File: src/rtl/cntr_param_if.sv
// Command/status bundle for the parametrised counter core.
// The controller side drives the master modport; the counter core uses the slave modport.
interface cntr_param_if #(
    parameter int WIDTH  = 8,
    parameter int STEP_W = 4
);
    logic              en;
    logic              load;
    logic              inc;
    logic              dec;
    logic [WIDTH-1:0]  d_in;
    logic [STEP_W-1:0] step;
    logic [WIDTH-1:0]  d_out;
    logic [2:0]        o_state;
    logic              wrap;

    modport master (
        output en, load, inc, dec, d_in, step,
        input  d_out, o_state, wrap
    );

    modport slave (
        input  en, load, inc, dec, d_in, step,
        output d_out, o_state, wrap
    );
endinterface

File: src/rtl/cntr_param.sv
// Parametrised up/down/load counter with an operation FSM and a wrap/clamp flag.
// The o_state encoding is shared with the legacy counter so existing state decoders keep working.
//
// state | meaning
// IDLE  | out of reset, no command seen yet
// LOAD  | d_in captured into the count
// INC   | first increment after a different operation
// INC2  | consecutive increment
// DEC   | first decrement after a different operation
// DEC2  | consecutive decrement
// HOLD  | inc and dec together, or no command after leaving IDLE
// ILL   | never entered; recovers to IDLE with a cleared count
module cntr_param #(
    parameter int WIDTH  = 8,
    parameter int STEP_W = 4,
    parameter bit SAT    = 1'b0
) (
    input  logic        clk,
    input  logic        reset,
    cntr_param_if.slave bus
);
    typedef enum logic [2:0] {
        ST_IDLE = 3'b000,
        ST_LOAD = 3'b001,
        ST_INC  = 3'b010,
        ST_INC2 = 3'b011,
        ST_DEC  = 3'b100,
        ST_DEC2 = 3'b101,
        ST_HOLD = 3'b110,
        ST_ILL  = 3'b111
    } state_t;

    state_t           r_state;
    logic [WIDTH-1:0] r_count;
    logic             r_wrap;

    logic [WIDTH-1:0] w_step;
    logic [WIDTH:0]   w_sum;
    logic [WIDTH:0]   w_diff;
    logic [WIDTH-1:0] w_inc_val;
    logic [WIDTH-1:0] w_dec_val;

    // A zero step is treated as one so that every inc/dec actually moves the count.
    assign w_step = (bus.step == '0) ? WIDTH'(1) : WIDTH'(bus.step);

    assign w_sum  = {1'b0, r_count} + {1'b0, w_step};
    assign w_diff = {1'b0, r_count} - {1'b0, w_step};

    // Bit WIDTH is the carry (sum) or borrow (difference).
    assign w_inc_val = (w_sum[WIDTH] && SAT)  ? '1 : w_sum[WIDTH-1:0];
    assign w_dec_val = (w_diff[WIDTH] && SAT) ? '0 : w_diff[WIDTH-1:0];

    always_ff @(posedge clk) begin
        if (reset) begin
            r_state <= ST_IDLE;
            r_count <= '0;
            r_wrap  <= 1'b0;
        end else if (r_state == ST_ILL) begin
            r_state <= ST_IDLE;
            r_count <= '0;
            r_wrap  <= 1'b0;
        end else if (!bus.en) begin
            r_wrap <= 1'b0;
        end else if (bus.load) begin
            r_state <= ST_LOAD;
            r_count <= bus.d_in;
            r_wrap  <= 1'b0;
        end else if (bus.inc && bus.dec) begin
            r_state <= ST_HOLD;
            r_wrap  <= 1'b0;
        end else if (bus.inc) begin
            r_state <= (r_state == ST_INC || r_state == ST_INC2) ? ST_INC2 : ST_INC;
            r_count <= w_inc_val;
            r_wrap  <= w_sum[WIDTH];
        end else if (bus.dec) begin
            r_state <= (r_state == ST_DEC || r_state == ST_DEC2) ? ST_DEC2 : ST_DEC;
            r_count <= w_dec_val;
            r_wrap  <= w_diff[WIDTH];
        end else begin
            r_state <= (r_state == ST_IDLE) ? ST_IDLE : ST_HOLD;
            r_wrap  <= 1'b0;
        end
    end

    assign bus.d_out   = r_count;
    assign bus.o_state = r_state;
    assign bus.wrap    = r_wrap;
endmodule

File: src/flat_wrapper.sv
// flat-port wrapper written by rule: the top's interface ports become plain ports
module cntr_param_flat 
#(
    parameter int WIDTH  = 8,
    parameter int STEP_W = 4,
    parameter bit SAT    = 1'b0
)
  (clk, reset, bus_en, bus_load, bus_inc, bus_dec, bus_d_in, bus_step, bus_d_out, bus_o_state, bus_wrap);
  cntr_param_if #(.WIDTH(WIDTH), .STEP_W(STEP_W)) bus_i ();
  input  logic clk;
  input  logic reset;
  input wire logic [$bits(bus_i.en)-1:0] bus_en;
  input wire logic [$bits(bus_i.load)-1:0] bus_load;
  input wire logic [$bits(bus_i.inc)-1:0] bus_inc;
  input wire logic [$bits(bus_i.dec)-1:0] bus_dec;
  input wire logic [$bits(bus_i.d_in)-1:0] bus_d_in;
  input wire logic [$bits(bus_i.step)-1:0] bus_step;
  output wire logic [$bits(bus_i.d_out)-1:0] bus_d_out;
  output wire logic [$bits(bus_i.o_state)-1:0] bus_o_state;
  output wire logic [$bits(bus_i.wrap)-1:0] bus_wrap;
  assign bus_i.en = bus_en;
  assign bus_i.load = bus_load;
  assign bus_i.inc = bus_inc;
  assign bus_i.dec = bus_dec;
  assign bus_i.d_in = bus_d_in;
  assign bus_i.step = bus_step;
  assign bus_d_out = bus_i.d_out;
  assign bus_o_state = bus_i.o_state;
  assign bus_wrap = bus_i.wrap;
  cntr_param #(.WIDTH(WIDTH), .STEP_W(STEP_W), .SAT(SAT)) u_core (.clk(clk), .reset(reset), .bus(bus_i));
endmodule
File: config.mk
export PLATFORM = sky130hd
export DESIGN_NAME = cntr_param_flat
export DESIGN_NICKNAME = d
export VERILOG_FILES = /design/src/rtl/cntr_param_if.sv /design/src/rtl/cntr_param.sv /design/src/flat_wrapper.sv
export SDC_FILE = /design/constraint.sdc
export NUM_CORES = 1
export LEC_CHECK = 0
export CAP_MARGIN = 15
export CELL_PAD_IN_SITES_DETAIL_PLACEMENT = 1
export CELL_PAD_IN_SITES_GLOBAL_PLACEMENT = 1
export CORE_MARGIN = 2
export CORE_UTILIZATION = 35
export DETAILED_ROUTE_END_ITERATION = 8
export PLACE_DENSITY_LB_ADDON = 0.1
export SLEW_MARGIN = 20
export SYNTH_ARGS = -nofsm -noshare
export SYNTH_HDL_FRONTEND = slang
export SYNTH_SLANG_ARGS = --single-unit
File: constraint.sdc
create_clock -name clk -period 3.3 [get_ports clk]
set_clock_uncertainty 0.15 [all_clocks]
set_input_delay 0.66 -clock clk [delete_from_list [all_inputs] [get_ports clk]]
set_output_delay 0.66 -clock clk [all_outputs]
set_load 0.03 [all_outputs]
==> run metrics, run 1 <==
Slowest cell on crit path clkdlybuf4s50_1; clk slew on worst S/H paths approximately 90 ps; WHS 393 ps; CP Cell Sequence clkdlybuf4s50_1 -> inv_1 -> a31o_2 -> ha_1 -> inv_1 -> fa_1 -> o21bai_1 -> a21o_1 -> a22oi_1 -> or4_1 -> a31oi_1; synthesized area about 1100 um^2; Post-Route Setup TNS 0 ps; pwr dens ~330 nW/um^2; nets a little under 200; largest net degree at the start of global routing 14; Setup CP Type in -> reg; Post-CTS Setup Bufs 0; worst min-delay path class reg -> reg; most common cell in the netlist dfxtp_1; number of synthesized flops with an enable pin 0; XOR/XNOR Fraction of Synth Area 0.0225; critical path required time about 3400 ps; # fillers 361; GRT Residual Overflow 0; placed insts 204; clock sink count 12; status completed; io pins 30; Post-Route WL 3390 um; Post-Synth Simple-Gate Area 0.250; period utilization 0.885; CORE AREA a little over 3000 um^2; share of cells above drive strength 1 0.0736; count of state elements after synthesis 12; compound-gate portion of the synthesized area 0.273; Hold Buf Count CTS 0; I/O Buffers 29; first drt pass iteration count 4; Synth Area in Adders 0.126; vias per std cell about 5.5; CP arrival roughly 3000 ps; combinational family with the most area after synthesis compound AO/OA/AOI/OAI gates; die area 3650 um^2; Commonest cells post-synth 12 x dfxtp_1, 10 x inv_1, 9 x nor2_1; number of DRC violations after detailed routing 0; syn_nets between 150 and 200; vias about 1.1k; CTS max path bufs 2; mux share of post-synthesis cell area 0.0180; die width ~60 um; post-cts resize count 0; fmax 342 MHz; top_reg_cell synth dfxtp_1; vias in the first global route 1192; GRT Total Usage 0.205; Crit path largest cell delay roughly 450 ps; RSZ-0062 raised after global routing no; register area around 240 um^2; initial antenna violation count 0; First DRT Iteration DRCs 31; TritonCTS clock tree done; Root Driver clkbuf_4; H-tree depth 1; post-synthesis area per instance 8.00 um^2; Initial Util 0.367; routability congestion estimate between 0.7 and 0.8; num rows 20; placed cell areas around 1400 um^2; n_diodes 0; YS warnings 0; largest area contributor in the netlist dfxtp_1; first-pass GRT wire length roughly 5500 um; endpoints failing setup 0; # Max-Cap Violations 0; Worst slew margin 0.573; Most Frequent Cell on Critical Path inv_1; ys async rst share 0; Worst Tran Pin Value around 640 ps; area grow syn2layout 29.7%; top cell type's share of synthesized area 0.216; Startpoint Class input port; Crit Path Max Fanout 4; routed len/inst around 16 um; final std cells w/o fill 207; Slew Viols, Final 0; placed wire-length estimate 2680 um; final hold violations 0; post-synthesis sequential area ratio 0.216; synthesized instance count ~140; fin util 0.476; pre-CTS WS between 50 and 60 ps; post-route ant nets 0; Max VDD drop roughly 0.16 mV; Synth cell types 44; leakage 0.558 nW; Num CTS Buffers 3; die height between 60 and 70 um; Critical Path Sink Type register; Area contributors post-synth dfxtp_1 22%, ha_1 9.0%, a211oi_1 4.7%, a21oi_1 3.6%, fa_1 3.6%; min Tclk post-route ~3000 ps; Design Area, Final approximately 1400 um^2; setup ws final between 300 and 400 ps; worst skew pair latency 290 ps; Power, Total 0.474 mW; Multi-input gate area between 700 and 800 um^2
## power breakdown
group          internal, mW  switching, mW
registers             0.157         0.0180
clock network        0.0425         0.0570
logic                0.0902          0.109
## cells by family (layout without fill, tap and decap cells)
family | count (synthesis) | count (layout)
compound gates | 44 | 44
xor+xnor | 2 | 2
fa+ha+maj | 10 | 10
buf+inv | 23 | 47
flops | 12 | 12
mux | 2 | 2
simple gates | 46 | 46
## cell usage in the layout, fill, tap and decap left out, types with 5 or more instances in the layout
cell type        netlist  layout
a21oi_1                8       8
clkdlybuf4s50_1        0      29
nor2_1                 9       9
o21ai_0                5       5
a31oi_1                5       5
dfxtp_1               12      12
inv_1                 10      10
ha_1                   8       8
a211oi_1               7       7
## state kept, by name (all words and copies together), names as in the netlist
name,cells
u_core.bus.d_out,8
u_core.bus.o_state,3
u_core.bus.wrap,1
## per-layer routing
metal / wire length [um] / vias up / GRT usage / share of wire
met5: 0 / - / 0 / 0
met2: 1740 / 21 / 0.385 / 0.51
met1: 1520 / 548 / 0.242 / 0.45
li1: - / 563 / - / -
met3: 105 / 4 / 0.0405 / 0.031
met4: 24 / 0 / 0.0381 / 0.0071
## final timing paths
kind	from	end	slack, ps	depth (start not counted)
hold reg to reg	u_core.bus.d_out[0]	u_core.bus.d_out[0]	390	2
setup reg to reg	u_core.bus.d_out[1]	u_core.bus.d_out[4]	1130	7
hold / removal	u_core.bus.d_out[0]	u_core.bus.d_out[0]	390	2
setup / recovery	bus_step[1]	u_core.bus.d_out[4]	380	11
## worst max-delay path: cells and delay by family
family	cells	cell delay (ps)
adders and majority gates	2	530
buffers and inverters	3	680
AOI/OAI and AO/OA	5	720
and+or+nand+nor	1	400
## area by class of cell
cell class,count,area share
sequential,12,0.167
tap,44,0.0382
timing repair buffer,32,0.217
multi-input combinational,104,0.532
clock buffer,3,0.0156
inverter,12,0.0312
(Power assumes the default switching activity.)
==> run 2, diff against run 1 <==
PLACE_DENSITY = 0.91   (was default)
PLACE_DENSITY_LB_ADDON = default   (was 0.1)
==> run 2 against run 1 <==
Sequential share of layout area down 0.16 points. Setup slack got worse by 15 ps. Cell count is 0.48% higher. Clock-buffer cell count up 1. Core utilization rose by 0.45 points. Via count is 2.5% higher. Total power is 7.5% higher.
==> run metrics, run 2 (same netlist as run 1, synthesis figures left out) <==
status completed; CTS max path bufs 2 (unchanged); first drt pass iteration count 4 (unchanged); placed cell areas 1420 um^2 (unchanged); clock sink count 12 (unchanged); worst min-delay path class reg -> reg; worst skew pair latency 300 ps (about the same); Post-Route WL 3440 um (+1.5%); period utilization 0.890 (+0.00458); largest net degree at the start of global routing 17 (+3); die height 60.4 um (unchanged); combinational share of power 0.394 (-0.027); first-pass GRT wire length 5920 um (+7.2%); num rows 20 (unchanged); Setup CP Type in -> reg; Post-Route Setup TNS 0 ps (unchanged); # Max-Cap Violations 0 (unchanged); Root Driver clkbuf_4; routability congestion estimate 0.883 (+15%); clock share of power 0.262 (+0.052); setup ws final 365 ps (-15.1 ps); First DRT Iteration DRCs 50 (+61%); placed wire-length estimate 2590 um (-3.2%); endpoints failing setup 0 (unchanged); post-cts resize count 0 (unchanged); GRT Residual Overflow 0 (unchanged); io pins 30 (unchanged); Post-CTS Setup Bufs 0 (unchanged); number of DRC violations after detailed routing 0 (unchanged); final hold violations 0 (unchanged); I/O Buffers 29 (unchanged); Flop pwr share 0.344 (-0.025); CORE AREA 3030 um^2 (unchanged); Critical Path Sink Type register; clk slew on worst S/H paths 100 ps (about the same); fmax 341 MHz (-0.52%); vias per std cell 5.60 (+2.0%); Startpoint Class input port; Worst Tran Pin Value 634 ps (-6.94 ps); nets 193 (unchanged); most frequent cells in the layout 29 x clkdlybuf4s50_1, 12 x dfxtp_1, 10 x inv_1; die width 60.4 um (unchanged); critical path required time 3370 ps (about the same); Num CTS Buffers 3 (unchanged); RSZ-0062 raised after global routing no; # fillers 366 (+1.4%); sw frac 0.383 (-0.00597); TritonCTS clock tree done; switching power total 0.195 mW (+5.9%); Design Area, Final 1460 um^2 (+0.95%); CP arrival 3010 ps (+20 ps); Worst slew margin 0.577 (+0.00462); Max VDD drop 0.133 mV (-16%); n_diodes 0 (unchanged); routed len/inst 16.6 um (+1.0%); GRT Total Usage 0.219 (+0.0140); initial antenna violation count 0 (unchanged); vias in the first global route 1261 (+5.8%); min Tclk post-route 2940 ps (+15.1 ps); Crit Path Max Fanout 4 (unchanged); share of cells above drive strength 1 0.0793 (+0.00565); placed insts 204 (unchanged); die area 3650 um^2 (unchanged); Initial Util 0.367 (unchanged); pre-CTS WS 61.5 ps (+8.48 ps); Hold Buf Count CTS 0 (unchanged); max reg flops 8 (unchanged); leakage 0.566 nW (+1.3%); post-route ant nets 0 (unchanged); area grow syn2layout 30.9%; Pint 0.314 mW (+8.6%); Slew Viols, Final 0 (unchanged); H-tree depth 1 (unchanged); vias 1164 (+2.5%); commonest non-fill, non-tap cell in the layout clkdlybuf4s50_1; final std cells w/o fill 208 (+0.48%); pwr dens 350 nW/um^2 (+6.5%)
[run 2: final timing paths]
kind	startpoint	to	slack [ps]	depth (start not counted)
max	bus_step[1]	u_core.bus.d_out[4]	360	11
min	u_core.bus.d_out[0]	u_core.bus.d_out[0]	410	2
max reg2reg	u_core.bus.d_out[0]	u_core.bus.d_out[4]	1080	9
min reg2reg	u_core.bus.d_out[0]	u_core.bus.d_out[0]	410	2
[run 2: worst max-delay path, cell delays in order]
cell             delay, ps
clkdlybuf4s50_1        430
inv_1                  170
a31o_2                 200
ha_1                   160
inv_1                   60
fa_1                   380
o21bai_1               140
a21o_1                 170
a22oi_1                 90
or4_1                  420
a31oi_1                140
[run 2: cell type report]
| class | instances | area [um^2] | area share |
|---|---|---|---|
| clock buffer | 4 | 36.3 | 0.0249 |
| inverter | 12 | 45.0 | 0.0309 |
| multi-input combinational | 104 | 767 | 0.527 |
| sequential | 12 | 240 | 0.165 |
| tap | 44 | 55.1 | 0.0378 |
| timing repair buffer | 32 | 313 | 0.215 |
[run 2: routing by layer]
layer  global-route usage  part of all wire  vias to the layer above
met5                    0                 0                        -
met4                0.108             0.024                        0
met3               0.0341             0.040                        7
met2                0.373              0.50                       29
met1                0.269              0.44                      567
li1                     -                 -                      561
[run 2: power by group through the flow]
stage | logic (mW) | clock network, mW | registers [mW]
floorplan | 0.108 | 0 | 0.197
global placement | 0.189 | 0 | 0.176
detailed placement | 0.199 | 0 | 0.178
CTS | 0.201 | 0.135 | 0.175
global route | 0.220 | 0.141 | 0.178
finish | 0.201 | 0.133 | 0.175
[run 2: stage by stage]
| stage | util | hold slack (ps) | power [mW] |
|---|---|---|---|
| floorplan | - | 477 | 0.305 |
| global placement | 0.469 | 369 | 0.365 |
| detailed placement | 0.469 | 378 | 0.377 |
| CTS | 0.481 | 410 | 0.510 |
| global route | 0.481 | 445 | 0.540 |
| finish | 0.481 | 406 | 0.509 |
==> run 3, diff against run 2 <==
CORE_UTILIZATION = 36   (was 35)
CTS_BUF_LIST = sky130_fd_sc_hd__clkbuf_8   (was default)
PLACE_DENSITY = 0.93   (was 0.91)
==> run 3 against run 2 <==
Core utilization grew 0.32 points. Combinational power about the same. Via count is the same. Fmax fell by 2.5%. Hold slack lost 20 ps. Largest cell class unchanged. Total power increased by 6.8%. Critical path type unchanged. Clock power up 27%. Critical path depth unchanged. Critical endpoint unchanged. Sequential cell count is the same.
==> run metrics, run 3 (same netlist as run 1, synthesis figures left out) <==
I/O Buffers 29 (unchanged); min Tclk post-route 3010 ps (+74.4 ps); Num CTS Buffers 3 (unchanged); RSZ-0062 raised after global routing no; RR Startpoint u_core.bus.d_out[1]; reg-to-reg setup timing slack 1110 ps (+30 ps); Worst Hold Depth 2 (unchanged); critical path required time 3330 ps (-40 ps); Max VDD drop 0.141 mV (+6.3%); Worst slew margin 0.571 (-0.00614); post-cts resize count 0 (unchanged); die height 59.6 um (-1.3%); vias per std cell 5.94 (+6.1%); share of cells above drive strength 1 0.0736 (-0.00565); clock sink count 12 (unchanged); endpoints failing setup 0 (unchanged); H-tree depth 1 (unchanged); # Max-Cap Violations 0 (unchanged); first drt pass iteration count 4 (unchanged); Hold Path Sink u_core.bus.d_out[0]; pwr dens 374 nW/um^2 (+7.0%); Crit Path Max Fanout 4 (unchanged); Worst Tran Pin Value 643 ps (+9.21 ps); Root Driver clkbuf_8; met3 GRT Util 0.0415 (+0.00737); period utilization 0.912 (+0.0225); commonest non-fill, non-tap cell in the layout clkdlybuf4s50_1; Critical Path Sink Type register; Initial Util 0.370 (+0.00306); First DRT Iteration DRCs 49 (-2.0%); area grow syn2layout 30.7%; Hold Buf Count CTS 0 (unchanged); routed len/inst 17.0 um (+2.5%); Post-CTS Setup Bufs 0 (unchanged); reg2reg path depth 7 (-2); nets 192 (-0.52%); Post-Route Setup TNS 0 ps (unchanged); initial antenna violation count 0 (unchanged); number of DRC violations after detailed routing 0 (unchanged); grt met1 use 0.296 (+0.0267); most frequent cells in the layout 29 x clkdlybuf4s50_1, 12 x dfxtp_1, 10 x inv_1; leakage 0.569 nW (+0.52%); worst skew pair latency 250 ps (-50 ps); Post-Route WL 3320 um (-3.5%); die width 59.6 um (-1.3%); largest net degree at the start of global routing 16 (-1); register area 240 um^2 (unchanged); # fillers 369 (+0.82%); CORE AREA 3000 um^2 (-0.83%); setup ws final 290 ps (-74.4 ps); Power, Total 0.544 mW (+6.8%); Setup CP Type in -> reg; reg2reg end u_core.bus.d_out[4]; die area 3550 um^2 (-2.6%); Multi-input gate area 767 um^2 (unchanged); post-route ant nets 0 (unchanged); n_diodes 0 (unchanged); final hold violations 0 (unchanged); vias 1164 (unchanged); first-pass GRT wire length 5780 um (-2.3%); fmax 332 MHz (-2.5%); status completed; io pins 30 (unchanged); CTS max path bufs 2 (unchanged); worst min-delay path class reg -> reg; TritonCTS clock tree done; HP Start u_core.bus.d_out[0]; num rows 20 (unchanged); placed wire-length estimate 2430 um (-6.1%); GRT Total Usage 0.212 (-0.00757); max reg flops 8 (unchanged); routability congestion estimate 0.923 (+4.5%); Slew Viols, Final 0 (unchanged); clk slew on worst S/H paths 60 ps (-40 ps); pre-CTS WS 61.9 ps (+0.351 ps); CP arrival 3040 ps (+30 ps); GR peak layer met2; GRT Residual Overflow 0 (unchanged); met2 usage 0.309 (-0.0634); vias in the first global route 1229 (-2.5%); Startpoint Class input port
[run 3: critical path, cell delays in order]
cell and delay, ps:
clkdlybuf4s50_1 430, inv_1 180, a31o_2 200, ha_1 150, inv_1 60, fa_1 390
o21bai_1 150, a21o_1 180, a22oi_1 90, or4_1 410, a31oi_1 140
[run 3: worst max path at each step]
stage | cells after the start | startpoint | end | slack (ps)
after floorplan | 10 | bus_step[1] | u_core.bus.d_out[4] | 720
after global placement | 11 | bus_step[1] | u_core.bus.d_out[4] | 180
after detailed placement | 11 | bus_step[1] | u_core.bus.d_out[4] | 60
after CTS | 11 | bus_step[1] | u_core.bus.d_out[4] | 310
after global routing | 11 | bus_step[1] | u_core.bus.d_out[4] | 150
final | 11 | bus_step[1] | u_core.bus.d_out[4] | 290
[run 3: per-layer routing]
metal,vias up,wire (um)
met1,564,1590
met5,-,0
met2,34,1540
met3,4,166
met4,0,36
li1,562,-
[run 3: cell type report]
type                            instances  share of cell area
Inverter                               12              0.0310
Sequential cell                        12               0.165
Timing Repair Buffer                   31               0.210
Tap cell                               33              0.0284
Clock buffer                            4              0.0379
Multi-Input combinational cell        104               0.528
[run 3: metrics by stage]
| step | utilization | area, um^2 | hold slack [ps] | cells |
|---|---|---|---|---|
| 2_1_floorplan | - | 1110 | 477 | 139 |
| 3_3_place_gp | 0.466 | 1400 | 356 | 192 |
| 3_5_place_dp | 0.466 | 1400 | 371 | 192 |
| 4_1_cts | 0.484 | 1450 | 385 | 196 |
| 5_1_grt | 0.484 | 1450 | 422 | 196 |
| 6_report | 0.484 | 1450 | 386 | 196 |
[run 3: power by group]
group          leakage [nW]  internal (mW)  total (mW)  switching, mW
logic                 0.441         0.0891       0.200          0.111
registers            0.0988          0.157       0.175         0.0184
clock network        0.0288          0.106       0.169         0.0629
